==> src/rtl/mmio_led_pwm.sv <==
// mmio_led_pwm: memory-mapped LED / RGB PWM peripheral with free-running
// microsecond and millisecond counters, occupying a 16-byte window that sits
// downstream of the processor's data-memory load/store port.
//
// Register map (offset = address[3:2]):
//   0x0 LED_CTRL  bit0 drives led
//   0x4 PWM_DUTY  [7:0] red, [15:8] green, [23:16] blue (shadow values)
//   0x8 MILLIS    read-only
//   0xC MICROS    read-only
module mmio_led_pwm #(
   parameter int unsigned CLK_HZ    = 12000000,
   parameter int unsigned PWM_BITS  = 8,
   parameter logic [31:0] BASE_ADDR = 32'hFFFF_FFF0
) (
   input  logic        clk,
   input  logic        reset,
   input  logic [31:0] address,
   input  logic        write_enable,
   input  logic        read_enable,
   input  logic [2:0]  funct3,
   input  logic [31:0] write_data,
   output logic [31:0] read_data,
   output logic        led,
   output logic        red,
   output logic        green,
   output logic        blue
);

   localparam int unsigned US_DIV  = CLK_HZ / 1000000;
   localparam int unsigned PRESC_W = (US_DIV > 1) ? $clog2(US_DIV) : 1;
   localparam logic [PRESC_W-1:0] PRESC_LAST = PRESC_W'(US_DIV - 1);
   localparam int unsigned NUM_CH  = 3;

   localparam logic [1:0] OFF_LED    = 2'd0;
   localparam logic [1:0] OFF_PWM    = 2'd1;
   localparam logic [1:0] OFF_MILLIS = 2'd2;
   localparam logic [1:0] OFF_MICROS = 2'd3;

   // ------------------------------------------------------------------
   // Address decode and byte-lane write enables
   // ------------------------------------------------------------------
   logic        hit;
   logic [1:0]  offset;
   logic [3:0]  lane_we;
   logic [31:0] lane_data;

   assign hit    = (address[31:4] == BASE_ADDR[31:4]);
   assign offset = address[3:2];

   // Steer right-aligned store data onto the byte lanes it targets; misaligned
   // half/word stores and window misses produce no lane enables at all.
   always_comb begin
      lane_we   = 4'b0000;
      lane_data = write_data;
      case (funct3)
         3'b000: begin
            lane_we[address[1:0]] = 1'b1;
            lane_data             = {4{write_data[7:0]}};
         end
         3'b001: begin
            if (!address[0]) begin
               lane_we = address[1] ? 4'b1100 : 4'b0011;
            end
            lane_data = {2{write_data[15:0]}};
         end
         default: begin
            if (address[1:0] == 2'b00) begin
               lane_we = 4'b1111;
            end
         end
      endcase
      if (!(write_enable && hit)) begin
         lane_we = 4'b0000;
      end
   end

   // Lane 3 of PWM_DUTY and the upper LED_CTRL lanes hold no storage.
   logic unused_bits;
   assign unused_bits = ^{lane_we[3], lane_data[31:24]};

   // ------------------------------------------------------------------
   // LED control
   // ------------------------------------------------------------------
   logic led_ctrl_reg;
   logic led_reg;

   // Store bit0 of lane 0 and register it once more onto the pin.
   always_ff @(posedge clk) begin
      if (reset) begin
         led_ctrl_reg <= 1'b0;
         led_reg      <= 1'b0;
      end else begin
         if (lane_we[0] && (offset == OFF_LED)) begin
            led_ctrl_reg <= lane_data[0];
         end
         led_reg <= led_ctrl_reg;
      end
   end

   assign led = led_reg;

   // ------------------------------------------------------------------
   // Microsecond / millisecond timebase
   // ------------------------------------------------------------------
   logic [PRESC_W-1:0] presc_reg;
   logic [9:0]         us_sub_reg;
   logic [31:0]        micros_reg;
   logic [31:0]        millis_reg;
   logic               us_tick;

   assign us_tick = (presc_reg == PRESC_LAST);

   // Prescale clk down to 1 us ticks, then count 1000 ticks per millisecond.
   always_ff @(posedge clk) begin
      if (reset) begin
         presc_reg  <= '0;
         us_sub_reg <= '0;
         micros_reg <= '0;
         millis_reg <= '0;
      end else begin
         if (us_tick) begin
            presc_reg  <= '0;
            micros_reg <= micros_reg + 32'd1;
            if (us_sub_reg == 10'd999) begin
               us_sub_reg <= '0;
               millis_reg <= millis_reg + 32'd1;
            end else begin
               us_sub_reg <= us_sub_reg + 10'd1;
            end
         end else begin
            presc_reg <= presc_reg + 1'b1;
         end
      end
   end

   // ------------------------------------------------------------------
   // PWM
   // ------------------------------------------------------------------
   logic [PWM_BITS-1:0]        pwm_cnt_reg;
   logic                       pwm_wrap;
   logic [NUM_CH*PWM_BITS-1:0] shadow_bus;
   logic [NUM_CH-1:0]          pwm_out;

   assign pwm_wrap = (pwm_cnt_reg == {PWM_BITS{1'b1}});

   // Free-running period counter shared by all channels.
   always_ff @(posedge clk) begin
      if (reset) begin
         pwm_cnt_reg <= '0;
      end else begin
         pwm_cnt_reg <= pwm_cnt_reg + 1'b1;
      end
   end

   generate
      for (genvar gi = 0; gi < NUM_CH; gi++) begin : g_ch
         logic [PWM_BITS-1:0] shadow_reg;
         logic [PWM_BITS-1:0] active_reg;
         logic                out_reg;

         // Software writes land in the shadow; the active duty only changes at
         // the period boundary so a period is never cut short or stretched.
         always_ff @(posedge clk) begin
            if (reset) begin
               shadow_reg <= '0;
               active_reg <= '0;
               out_reg    <= 1'b0;
            end else begin
               if (lane_we[gi] && (offset == OFF_PWM)) begin
                  shadow_reg <= lane_data[gi*8 +: PWM_BITS];
               end
               if (pwm_wrap) begin
                  active_reg <= shadow_reg;
               end
               out_reg <= (pwm_cnt_reg < active_reg);
            end
         end

         assign shadow_bus[gi*PWM_BITS +: PWM_BITS] = shadow_reg;
         assign pwm_out[gi] = out_reg;
      end
   endgenerate

   assign red   = pwm_out[0];
   assign green = pwm_out[1];
   assign blue  = pwm_out[2];

   // ------------------------------------------------------------------
   // Read path
   // ------------------------------------------------------------------
   logic [31:0] read_value;
   logic [31:0] read_data_reg;

   // Full-word register value for the addressed offset; misses read zero.
   always_comb begin
      read_value = '0;
      case (offset)
         OFF_LED:    read_value = {31'b0, led_ctrl_reg};
         OFF_PWM:    read_value = {8'b0, shadow_bus};
         OFF_MILLIS: read_value = millis_reg;
         OFF_MICROS: read_value = micros_reg;
         default:    read_value = '0;
      endcase
      if (!hit) begin
         read_value = '0;
      end
   end

   // Capture on the load strobe and hold until the next load; a store in the
   // same cycle is not visible here because register state updates afterward.
   always_ff @(posedge clk) begin
      if (reset) begin
         read_data_reg <= '0;
      end else if (read_enable) begin
         read_data_reg <= read_value;
      end
   end

   assign read_data = read_data_reg;

endmodule

==> config.mk <==
export PLATFORM = sky130hd
export DESIGN_NAME = mmio_led_pwm
export DESIGN_NICKNAME = d
export VERILOG_FILES = /design/src/rtl/mmio_led_pwm.sv
export SDC_FILE = /design/constraint.sdc
export NUM_CORES = 1
export LEC_CHECK = 0
export CAP_MARGIN = 20
export CORE_ASPECT_RATIO = 1.2
export CORE_MARGIN = 2
export CORE_UTILIZATION = 50
export CTS_CLUSTER_DIAMETER = 150
export CTS_CLUSTER_SIZE = 40
export DETAILED_ROUTE_END_ITERATION = 8
export PLACE_DENSITY = 0.78
export SETUP_SLACK_MARGIN = 0.4
export SYNTH_ARGS = -nofsm -noshare
export SYNTH_HDL_FRONTEND = slang
export SYNTH_SLANG_ARGS = --single-unit
==> constraint.sdc <==
create_clock -name clk -period 1.7 [get_ports clk]
set_clock_uncertainty 0.05 [all_clocks]
set_input_delay 0.425 -clock clk [delete_from_list [all_inputs] [get_ports clk]]
set_output_delay 0.425 -clock clk [all_outputs]
set_load 0.01 [all_outputs]
==> results.cfg, run 1 <==
[final_layout]
drive_gt1_share_pct = 49.5
sequential_cell_area_um2 = 3540
syn_to_final_growth_pct = 61.9
multi_input_gate_area_um2 = 5890
antennaDiodeCount = 0
fillerInstances = 788
nets = 1285

[die]
die-width_um = 121
boundaryPins = 107
floorplan.rows = 51
chipHeight_um = 144
total_die_area_um2 = 17500
core_area_um2 = 16100
initial_utilization_pct = 50.9

[drt]
detail_route.first_pass.iterations = 7
finalWirelength_mm = 33.7
drt_iter0_markers = 1139
antenna_left = 0
final_routed_drc_violation_total = 0
detailroute.via_count = 8942
wl_per_cell_um = 23.8
via_per_inst = 6.33

[worst_hold_path]
timing.hold.worst.class = primary input to flip-flop

[synthesis]
synth_flop_type = sky130_fd_sc_hd__dfxtp_1
synth_cell_type_count = 56
yosys_warnings = 0
syn_inst = 934
yosys-top-cells-count = sky130_fd_sc_hd__dfxtp_1, sky130_fd_sc_hd__nand2_1, sky130_fd_sc_hd__nor2_1, sky130_fd_sc_hd__a21oi_1, sky130_fd_sc_hd__xnor2_1
number_of_synthesized_register_bits = 171
netlist_top_cells_area = sky130_fd_sc_hd__dfxtp_1, sky130_fd_sc_hd__xnor2_1, sky130_fd_sc_hd__nand2_1
yosys.cell_count.top_type = sky130_fd_sc_hd__dfxtp_1
synth_enable_flop_cells = 0
post_synth.cell_area_avg_um2 = 8.79
yosys.area.top_type = sky130_fd_sc_hd__dfxtp_1
synth.top_cell.area_share_pct = 41.7
syn_nets = 1031
netlist_area_um2 = 8210
synthArstFlopShare_pct = 0
yosysSeqAreaShare_pct = 41.7

[clock_tree]
clock_latency_ps = 440
cts_h_tree_depth = 4
clkTransAtPathRegs_ps = 60
cts_tree = done
cts-root-to-sink-buffers = 2
tritoncts.num_buffers = 17
root_buffer = sky130_fd_sc_hd__clkbuf_16
numClockSinks = 171

[global_routing]
antenna_found_initial = 0
grt_pass1_vias = 8405
grt_pass1_wl_mm = 43.9
gr-usage-met1_pct = 37.4
global_route.usage.met3_pct = 5.95
busiest_layer = met2
grt_overflow = 0
grt_max_degree = 47
grtUsageTotal_pct = 32.3
globalRouteMet2Util_pct = 57.2

[critical_path]
cp_data_required_time_ps = 2000
critPathArrivalTime_ps = 2260
path_class = flip-flop to flip-flop
worstSetupStartpointType = flip-flop
endpoint_kind = flip-flop
critical_path.max_fanout = 5

[place]
place.gp.congestion = 0.831
dp_hpwl_mm = 16.2
io_port_bufs = 98

[timing]
grt_setup_unrepaired = true
min_period_ps = 1960
hold_violations = 0
period_share_pct = 115
worst_pin_slew_ps = 457
slew-limit-headroom_pct = 69.5
report.final.setup_viol = 68
achievable-frequency_ghz = 0.510
maxSlewViolCount = 0
fin_ws_ps = -262
setup_total_negative_slack_ps = -4030
fin_worst_hold_slack_ps = 370

[flow_run]
drv_cap = 0

[power_and_ir_drop]
powerDensity_nw_per_um2 = 636
vdd_drop_max_v = 0.000704
power.static_leakage_nw = 5.69

[status]
failing_checks = negative setup slack
outcome = complete, but fails checks
[layout by cell type (no fill, tap or decap), drive strengths merged, types with 26 or more instances in the layout]
cell / instances
mux2i: 26
dfxtp: 171
buf: 239
nand3: 28
ha: 26
o21ai: 54
xnor2: 50
nand4: 28
nor2: 83
nand2: 114
inv: 35
clkbuf: 30
a21oi: 53
nor3: 31
[critical path, stage by stage (launching register included)]
cell                       delay (ps)
sky130_fd_sc_hd__dfxtp_2          350
sky130_fd_sc_hd__ha_4             170
sky130_fd_sc_hd__nand3b_4         120
sky130_fd_sc_hd__buf_6            150
sky130_fd_sc_hd__buf_6            120
sky130_fd_sc_hd__nor4_4           330
sky130_fd_sc_hd__nand3_1          220
sky130_fd_sc_hd__xor2_1           190
sky130_fd_sc_hd__nor2_1           170
[area by class of cell]
type                    instances  share of cell area [%]
clock buffers                  24                    3.62
multi-input cells             674                    44.3
flip-flops and latches        171                    26.7
well taps                     212                    1.99
clock inverters                 8                   0.508
inverters                      35                   0.988
repair buffers                289                    22.0
[path summary, 6_finish.rpt]
| kind | cells after the start | startpoint | slack [ps] | to |
|---|---|---|---|---|
| min | 3 | reset | 370 | read_data[0] |
| min reg2reg | 2 | read_data[30] | 400 | read_data[30] |
| max | 8 | presc_reg[0] | -260 | micros_reg[15] |
| max reg2reg | 8 | presc_reg[0] | -260 | micros_reg[15] |
[report_power, final]
part | leakage, nW | switching (mW) | internal [mW]
sequential | 1.42 | 0.0236 | 4.00
clock | 0.274 | 1.69 | 2.12
combinational | 4.00 | 0.329 | 0.286
total | 5.69 | 2.04 | 6.41
[timing repair]
item	in CTS	in global routing
hold buffers	0	0
setup buffers	40	36
endpoints found under the hold margin	0	0
gates resized for setup	420	154
gates cloned	7	1
pin swaps	98	88
endpoints found under the setup margin	195	199
[metrics by stage]
stage	cell area (um^2)	cells	utilization (%)	power [mW]	setup slack (ps)
4_1_cts	12400	1376	77.1	8.29	-38.5
2_1_floorplan	9060	934	-	4.36	-19.8
5_1_grt	13300	1413	82.4	8.58	-249
3_3_place_gp	10800	1297	67.1	4.64	-549
6_report	13300	1413	82.4	8.45	-262
3_5_place_dp	10800	1297	67.1	4.64	-646
[metal layers]
layer	part of all wire, %	wire [um]
met1	36	12000
met2	50	16700
met3	8.6	2900
met4	6.0	2040
met5	0	0
[kinds of logic after synthesis]
logic type      Yosys count  share of synthesized area, %
compound gates          169                          12.4
flops                   171                          41.7
mux                      47                          6.19
buf+inv                  89                          4.98
simple gates            367                          23.8
xor+xnor                 65                          6.93
fa+ha+maj                26                          3.96
Power figures use the tool's default switching activity.
==> run 2: changes to the inputs <==
--- a/config.mk
+++ b/config.mk
@@ -13,7 +13,6 @@
 export CTS_CLUSTER_SIZE = 40
 export DETAILED_ROUTE_END_ITERATION = 8
 export PLACE_DENSITY = 0.78
-export SETUP_SLACK_MARGIN = 0.4
 export SYNTH_ARGS = -nofsm -noshare
 export SYNTH_HDL_FRONTEND = slang
 export SYNTH_SLANG_ARGS = --single-unit
==> run 2 against run 1 <==
  * Routed wire length shrank 16%
  * Worst hold slack lost 74 ps
  * Design area shrank 11%
  * Via count decreased by 7.6%
  * Critical endpoint is now micros_reg[17]
  * Non-clock buffer count fell by 41
  * Setup slack improved by 140 ps
  * Die area is the same
  * The run still ends with negative setup slack left
  * Final cell count is 2.8% lower
  * Highest routed layer unchanged
  * Global-route usage shrank 3.7 points
  * Fmax up 7.5%
  * Critical path depth shrank 2
==> results.cfg, run 2 (synthesized netlist as in run 1, its figures left out) <==
[clock_tree]
cts-root-to-sink-buffers = 2
cts_tree = done
hold_fix_buffers_cts = 0
clock_latency_ps = 440
cts_h_tree_depth = 4
root_buffer = sky130_fd_sc_hd__clkbuf_16
clkTransAtPathRegs_ps = 60
numClockSinks = 171
tritoncts.num_buffers = 17

[die]
total_die_area_um2 = 17500
core_area_um2 = 16100
boundaryPins = 107
initial_utilization_pct = 50.9
chipHeight_um = 144
floorplan.rows = 51
die-width_um = 121

[global_routing]
grtUsageTotal_pct = 28.7
grt_pass1_wl_mm = 38.9
grt_overflow = 0
antenna_found_initial = 0
grt_max_degree = 57
grt_pass1_vias = 7681

[timing]
maxSlewViolCount = 0
fin_ws_ps = -125
report.final.setup_viol = 35
min_period_ps = 1830
period_share_pct = 107
achievable-frequency_ghz = 0.548
slew-limit-headroom_pct = 55.7
worst_pin_slew_ps = 662
grt_setup_unrepaired = true
hold_violations = 0
fin_worst_hold_slack_ps = 296

[final_layout]
sequential_cell_area_um2 = 3450
final_common_cell = sky130_fd_sc_hd__dfxtp_1
drive_gt1_share_pct = 31.3
nets = 1246
final_cell_mix = sky130_fd_sc_hd__dfxtp_1, sky130_fd_sc_hd__buf_4, sky130_fd_sc_hd__nand2_1, sky130_fd_sc_hd__nor2_1, sky130_fd_sc_hd__a21oi_1
final_cells = 1374
syn_to_final_growth_pct = 43.8
antennaDiodeCount = 0
fillerInstances = 1013
multi_input_gate_area_um2 = 5140

[power_and_ir_drop]
power.static_leakage_nw = 5.01
powerDensity_nw_per_um2 = 717
vdd_drop_max_v = 0.000645

[critical_path]
reg2reg_setup_slack_ps = -130
path_class = flip-flop to flip-flop
critPathArrivalTime_ps = 2150
rr_endpoint = micros_reg[17]
cp_data_required_time_ps = 2020
critical_path.max_fanout = 6
worstSetupStartpointType = flip-flop
endpoint_kind = flip-flop
startpoint_of_the_lowest_slack_register_to_register_path = presc_reg[0]
reg2regPathDepth = 6

[drt]
detail_route.first_pass.iterations = 6
detailroute.via_count = 8258
via_per_inst = 6.01
wl_per_cell_um = 20.6
finalWirelength_mm = 28.3
antenna_left = 0
drt_iter0_markers = 1004
final_routed_drc_violation_total = 0

[place]
io_port_bufs = 98
dp_hpwl_mm = 16.7
number_of_cells_in_the_design_after_placement = 1318
place_worst_setup_slack_ps = -709
place.gp.congestion = 0.866

[worst_hold_path]
timing.hold.worst.class = primary input to flip-flop
min_from = reset
hold_depth = 3
worst_hold_path.endpoint = us_sub_reg[1]

[flow_run]
drv_cap = 0

[status]
outcome = complete, but fails checks
failing_checks = negative setup slack
[run 2: cell count changes in the layout (fill, tap and decap cells not counted), sizes merged, moves of 2 or more]
cell           delta
clkbuf            +4
dlymetal6s2s      +8
clkdlybuf4s50     +2
dlygate4sd2      +30
buf              -88
[run 2: area by class of cell]
class | count | area share, %
clock buffer | 22 | 4.02
multi-input combinational | 676 | 43.5
timing repair buffer | 248 | 18.8
sequential | 171 | 29.2
inverter | 35 | 1.11
clock inverter | 10 | 0.986
tap | 212 | 2.25
[run 2: metrics by stage]
stage               power [mW]  util (%)  cell area [um^2]  setup TNS [ps]
floorplan                 4.34         -              8350            -131
global placement          4.62      64.0             10300          -34650
detailed placement        4.63      64.0             10300          -37280
CTS                       8.45      70.1             11300            -281
global route              8.69      73.1             11800           -4830
finish                    8.46      73.1             11800           -1920
[run 2: worst max path at each step]
stage,start,to,slack [ps],cells past startpoint
detailed placement,address[9],g_ch[1].shadow_reg[7],-710,8
global placement,address[7],g_ch[1].shadow_reg[4],-650,8
CTS,presc_reg[0],micros_reg[17],-50,6
finish,presc_reg[0],micros_reg[17],-130,6
global route,presc_reg[1],millis_reg[27],-180,5
floorplan,address[7],g_ch[2].shadow_reg[5],-20,7
[run 2: worst max-delay path: stages (launching register included)]
cell and delay (ps):
sky130_fd_sc_hd__dfxtp_2 360, sky130_fd_sc_hd__ha_4 170, sky130_fd_sc_hd__nand3b_4 100, sky130_fd_sc_hd__buf_6 160, sky130_fd_sc_hd__or3_4 420, sky130_fd_sc_hd__or3_1 360, sky130_fd_sc_hd__a21oi_2 140
[run 2: what timing repair did]
| item | in CTS | in global routing |
|---|---|---|
| resized for setup | 139 | 155 |
| endpoints found under the setup margin | 147 | 140 |
| pin swaps | 29 | 61 |
| cloned | 4 | 3 |
| buffers inserted | 6 | 11 |
[run 2: where the power goes]
group	internal, mW	switching (mW)
registers	4.03	0.0196
clock network	2.28	1.63
logic	0.238	0.270
total	6.54	1.92
[run 2: layer usage]
layer / wire length (um) / part of all wire, % / track usage [%]
met1: 10400 / 37 / 33.0
met2: 14300 / 50 / 50.4
met3: 1930 / 6.8 / 5.24
met4: 1670 / 5.9 / 15.4
met5: 0 / 0 / 0
==> RTL edit 1: new RTL, flow settings as in run 1 <==
Remove the register `led_reg`: a continuous assignment takes its place, so the output `led` follows one clock earlier.
--- a/src/rtl/mmio_led_pwm.sv
+++ b/src/rtl/mmio_led_pwm.sv
@@ -88,14 +88,14 @@
    always_ff @(posedge clk) begin
       if (reset) begin
          led_ctrl_reg <= 1'b0;
-         led_reg      <= 1'b0;
       end else begin
          if (lane_we[0] && (offset == OFF_LED)) begin
             led_ctrl_reg <= lane_data[0];
          end
-         led_reg <= led_ctrl_reg;
-      end
-   end
+      end
+   end
+
+   assign led_reg = led_ctrl_reg;
 
    assign led = led_reg;
 
Function: changed (a bounded check fails within 4 cycles, from zero or initial values and one cycle with reset high).
==> RTL edit 1 against run 1 <==
Synthesized cell count shrank 0.96%; total power is 3.9% higher; via count is 0.34% lower; wire length grew 2.4%; the flow still finishes with violations (setup timing); final area down 0.30%; sequential cell count fell by 1; worst setup slack got worse by 220 ps; area after synthesis decreased by 1.0%; first-iteration DRC count down 22%; largest power group is now clock.
==> RTL edit 1: results (changes against run 1) <==
Drt pass-1 iters: 6 (-1)
Outcome: finished with violations
Finished Core Util: 82.4% (about the same)
CP arrival: 2460 ps (+200 ps)
PnR worst setup slack: -483 ps (-220 ps)
GR Util All Layers: 32.8% (+0.43 points)
Clock transition at path regs: 70 ps
Syn. warnings: 0 (unchanged)
Metal2 WL: 17000 um (+1.7%)
Wl on met1: 11500 um (-4.4%)
Ys async rst share: 0% (unchanged)
Max rail drop VDD: 0.680 mV (-3.3%)
Area contributors post-synth: dfxtp_1, nand2_1, xnor2_1, mux2i_1, ha_1
N_diodes: 0 (unchanged)
Worst min path class: primary input to flop
HP Start: reset
Max layer used: met4
Register area share after synthesis: 41.9% (+0.19 points)
Hold Path Depth: 2 (-1)
Avg Vias per Cell: 6.26 (-1.1%)
Pleak: 5.52 nW (-3.0%)
Initial antenna violation count: 0 (unchanged)
Final setup vio count: 104 (+53%)
Max FO, Critical Path: 6 (+1)
Largest net degree at the start of global routing: 46 (-2.1%)
Clock latency on the worst-skew pair: 440 ps (about the same)
Post-synth top cells: dfxtp_1, nand2_1, nor2_1
RR Startpoint: us_sub_reg[1]$_SDFFE_PP0N_
Vias in the first global route: 8391 (-0.17%)
First-pass GRT wire length: 44200 um (+0.71%)
Hpwl dp: 16700 um (+2.7%)
R2R Path End: millis_reg[31]$_SDFFE_PP0P_
R2r worst-path depth: 6 (-2)
Max-cap violations: 0 (unchanged)
Placer Congestion: 0.844 (+1.5%)
Failing checks: setup timing
Layout cells sized above 1: 47.9% (-1.6 points)
Drt total wl: 34500 um (+2.4%)
Final nets: 1296 (+0.86%)
Root Buffer Master: clkbuf_16
Worst hold endpoint: us_sub_reg[1]$_SDFFE_PP0N_
WL met3: 2870 um (-1.3%)
H-tree depth: 4 (unchanged)
Syn Nets: 1022 (-0.87%)
First-iteration detailed-routing DRC count: 888 (-22%)
Worst slew pin tran: 777 ps (+320 ps)
Synth cell types: 52 (-7.1%)
[RTL edit 1: cell count changes after synthesis, moves of 9 or more]
cell             run 1  this run
clkbuf_1            26        40
buf_2               14         3
nand4_1             22        32
a31o_2               8        17
mux2i_1             26        35
[RTL edit 1: per-stage QoR]
stage          setup slack, ps  cells  setup TNS, ps  hold WS [ps]
2_1_floorplan             -433    925         -15730           386
3_5_place_dp              -659   1313         -41660           387
6_report                  -483   1424         -25440           204
4_1_cts                   -458   1395         -13240           199
5_1_grt                   -551   1424         -30190           213
3_3_place_gp              -604   1313         -41160           382
[RTL edit 1: worst max-delay path by stage]
| stage | end | cells after the start | startpoint |
|---|---|---|---|
| finish | millis_reg[31]$_SDFFE_PP0P_ | 6 | us_sub_reg[1]$_SDFFE_PP0N_ |
| global route | millis_reg[14]$_SDFFE_PP0P_ | 7 | us_sub_reg[1]$_SDFFE_PP0N_ |
| global placement | g_ch[1].shadow_reg[0]$_SDFFE_PP0P_ | 8 | address[7] |
| floorplan | millis_reg[19]$_SDFFE_PP0P_ | 8 | us_sub_reg[1]$_SDFFE_PP0N_ |
| detailed placement | g_ch[1].shadow_reg[0]$_SDFFE_PP0P_ | 8 | address[10] |
| CTS | millis_reg[18]$_SDFFE_PP0P_ | 7 | us_sub_reg[1]$_SDFFE_PP0N_ |
[RTL edit 1: kinds of logic after synthesis]
family	after synthesis	share of synthesized area, %
multiplexers	56	7.36
flip-flops	170	41.9
AO/OA/AOI/OAI	167	12.6
adder cells (fa/ha/maj)	26	4.00
XOR/XNOR	58	6.25
AND/OR/NAND/NOR	360	23.5
buffers and inverters	88	4.43
[RTL edit 1: metal layers]
metal  track usage (%)  up-vias
met1              34.5     4312
met2              60.1      536
li1                  -     3835
met5                 0        -
met3              6.07      229
met4              20.2        0
[RTL edit 1: what timing repair did]
action	in CTS	in global routing
pin swaps	70	78
resized for setup	415	143
setup endpoints to repair	196	198
gates cloned	10	4
setup buffers	40	25
[RTL edit 1: area by class of cell]
| cell class | count | area (um2) |
|---|---|---|
| flip-flops and latches | 170 | 3490 |
| fillers | 772 | 2820 |
| clock inverters | 11 | 134 |
| multi-input cells | 672 | 5760 |
| repair buffers | 304 | 3000 |
| well taps | 212 | 265 |
| inverters | 34 | 128 |
| clock buffers | 21 | 482 |
[RTL edit 1: worst max-delay path, stage by stage, from the launching register on]
cell	delay, ps
dfxtp_2	360
ha_4	140
or3b_4	420
or4_4	520
nor3_4	250
a31oi_1	140
o21a_1	190
[RTL edit 1: power breakdown]
group / total, W / internal (W) / switching [W]
Clock: 0.00411 / 0.00235 / 0.00175
Combinational: 0.000661 / 0.000315 / 0.000346
Sequential: 0.00402 / 0.00399 / 0.0000278
==> RTL edit 2: new RTL, settings of run 1 <==
Made on the original files. Add an input register stage for `address`, `write_enable`, `read_enable`, `funct3` and `write_data`; this delays them by one clock.
--- a/src/rtl/mmio_led_pwm.sv
+++ b/src/rtl/mmio_led_pwm.sv
@@ -36,6 +36,20 @@
    localparam logic [1:0] OFF_MILLIS = 2'd2;
    localparam logic [1:0] OFF_MICROS = 2'd3;
 
+   logic [31:0] address_q;
+   logic write_enable_q;
+   logic read_enable_q;
+   logic [2:0] funct3_q;
+   logic [31:0] write_data_q;
+
+   always_ff @(posedge clk) begin
+      address_q      <= address;
+      write_enable_q <= write_enable;
+      read_enable_q  <= read_enable;
+      funct3_q       <= funct3;
+      write_data_q   <= write_data;
+   end
+
    // ------------------------------------------------------------------
    // Address decode and byte-lane write enables
    // ------------------------------------------------------------------
@@ -44,32 +58,32 @@
    logic [3:0]  lane_we;
    logic [31:0] lane_data;
 
-   assign hit    = (address[31:4] == BASE_ADDR[31:4]);
-   assign offset = address[3:2];
+   assign hit    = (address_q[31:4] == BASE_ADDR[31:4]);
+   assign offset = address_q[3:2];
 
    // Steer right-aligned store data onto the byte lanes it targets; misaligned
    // half/word stores and window misses produce no lane enables at all.
    always_comb begin
       lane_we   = 4'b0000;
-      lane_data = write_data;
-      case (funct3)
+      lane_data = write_data_q;
+      case (funct3_q)
          3'b000: begin
-            lane_we[address[1:0]] = 1'b1;
-            lane_data             = {4{write_data[7:0]}};
+            lane_we[address_q[1:0]] = 1'b1;
+            lane_data             = {4{write_data_q[7:0]}};
          end
          3'b001: begin
-            if (!address[0]) begin
-               lane_we = address[1] ? 4'b1100 : 4'b0011;
-            end
-            lane_data = {2{write_data[15:0]}};
+            if (!address_q[0]) begin
+               lane_we = address_q[1] ? 4'b1100 : 4'b0011;
+            end
+            lane_data = {2{write_data_q[15:0]}};
          end
          default: begin
-            if (address[1:0] == 2'b00) begin
+            if (address_q[1:0] == 2'b00) begin
                lane_we = 4'b1111;
             end
          end
       endcase
-      if (!(write_enable && hit)) begin
+      if (!(write_enable_q && hit)) begin
          lane_we = 4'b0000;
       end
    end
@@ -211,7 +225,7 @@
    always_ff @(posedge clk) begin
       if (reset) begin
          read_data_reg <= '0;
-      end else if (read_enable) begin
+      end else if (read_enable_q) begin
          read_data_reg <= read_value;
       end
    end
Formal check against the unedited RTL: not equivalent (Yosys sat finds a counterexample within 4 cycles, from zero or initial values and one cycle with reset high).
==> RTL edit 2 against run 1 <==
The flow still finishes with violations (setup timing); wire length shrank 14%; area after synthesis grew 12%; final area grew 4.1%; critical path depth shrank 2; total power grew 4.7%; die area grew 12%; sequential cell count grew 61; combinational power shrank 2%; worst setup slack lost 230 ps; core utilization shrank 5.9 points; critical path type unchanged.
==> RTL edit 2: results (changes against run 1) <==
Pleak: 5.64 nW (-0.90%)
Avg WL per Cell: 20.0 um (-16%)
P_sw: 0.00202 W (-1.0%)
Max rail drop VDD: 0.643 mV (-8.6%)
R2r worst-path depth: 6 (-2)
Avg Vias per Cell: 5.89 (-7.0%)
Clock latency on the worst-skew pair: 500 ps (+60 ps)
Drt total wl: 29000 um (-14%)
Post-synth top cells: dfxtp_1, nand2_1, nor2_1
Fill cell count: 1062 (+35%)
Placed insts: 1370 (+5.6%)
Area contributors post-synth: dfxtp_1, nand2_1, xor2_1, mux2i_1, ha_1
Hpwl dp: 16500 um (+1.8%)
PnR worst setup slack: -487 ps (-225 ps)
Outcome: finished with violations
Hold Path Depth: 1 (-2)
Register area share after synthesis: 50.4% (+8.7 points)
Clock transition at path regs: 150 ps (+90 ps)
Failing checks: setup timing
First-pass GRT wire length: 41400 um (-5.7%)
CP arrival: 2510 ps (+250 ps)
Clk buf depth: 3 (+1)
Syn Nets: 1076 (+4.4%)
Largest net degree at the start of global routing: 57 (+21%)
R2R Path End: millis_reg[14]$_SDFFE_PP0P_
Final setup vio count: 112 (+65%)
Drt pass-1 iters: 6 (-1)
GR Util All Layers: 26.4% (-6.0 points)
Final nets: 1322 (+2.9%)
==> RTL edit 2: cell types whose count changed after synthesis, sizes merged, moves of 10 or more <==
cell    change
xor2       +30
xnor2      -28
clkbuf     +14
nand4      +17
and4       -10
dfxtp      +61
buf        -18
==> RTL edit 2: final cells by class <==
cell class	instances	area [um2]	area share, %
multi-input combinational	668	5590	40.4
timing repair buffer	282	2880	20.8
sequential	232	4740	34.3
clock inverter	1	8.76	0.0632
clock buffer	10	229	1.65
inverter	32	120	0.867
tap	224	280	2.02
==> RTL edit 2: power by group through the flow <==
stage	Combinational, W	Sequential (W)	Clock (W)
global route	0.000633	0.00560	0.00285
global placement	0.000472	0.00570	0
floorplan	0.000233	0.00570	0
finish	0.000600	0.00559	0.00266
detailed placement	0.000481	0.00571	0
CTS	0.000522	0.00558	0.00266
==> RTL edit 2: how the worst max path moves through the flow <==
stage	from	to	slack, ps	depth (start not counted)
3_5_place_dp	us_sub_reg[1]$_SDFFE_PP0N_	millis_reg[13]$_SDFFE_PP0P_	-370	6
5_1_grt	us_sub_reg[1]$_SDFFE_PP0N_	millis_reg[14]$_SDFFE_PP0P_	-560	6
6_report	us_sub_reg[1]$_SDFFE_PP0N_	millis_reg[14]$_SDFFE_PP0P_	-490	6
3_3_place_gp	us_sub_reg[1]$_SDFFE_PP0N_	millis_reg[15]$_SDFFE_PP0P_	-330	6
2_1_floorplan	us_sub_reg[1]$_SDFFE_PP0N_	millis_reg[13]$_SDFFE_PP0P_	-380	7
4_1_cts	us_sub_reg[1]$_SDFFE_PP0N_	millis_reg[13]$_SDFFE_PP0P_	-380	6
==> RTL edit 2: what timing repair did <==
action | 4_1_cts | 5_1_grt
hold endpoints to repair | 0 | 0
gates resized for setup | 361 | 123
setup buffers | 33 | 24
pin swaps | 44 | 60
endpoints found under the setup margin | 196 | 200
cloned | 9 | 2
==> RTL edit 2: stage by stage <==
stage	instance area, um2	utilization [%]	hold slack (ps)
3_3_place_gp	11800	65.0	384
6_report	13800	76.5	301
5_1_grt	13800	76.5	291
4_1_cts	13100	72.3	307
3_5_place_dp	11800	65.0	391
2_1_floorplan	9900	-	379
==> RTL edit 2: cells by family after synthesis <==
logic type	Yosys count	share of synthesized area, %
and+or+nand+nor	366	19.8
DFF	232	50.4
AOI/OAI and AO/OA	151	10.0
buffers and inverters	82	3.45
xor gates and xnor gates	67	6.37
muxes	55	6.40
adders and majority gates	26	3.53
==> RTL edit 2: routing by layer <==
metal / wire, um / GRT usage [%]
met1: 11200 / 33.3
met2: 14500 / 45.7
met3: 2120 / 4.00
met4: 1180 / 9.21
met5: 0 / 0
==> RTL edit 2: critical path: stages (launching register included) <==
cell and delay [ps]:
dfxtp_2 380, ha_4 140, or3b_4 410, or4_4 540, nor4_2 300, xnor2_1 180, nor2_1 70
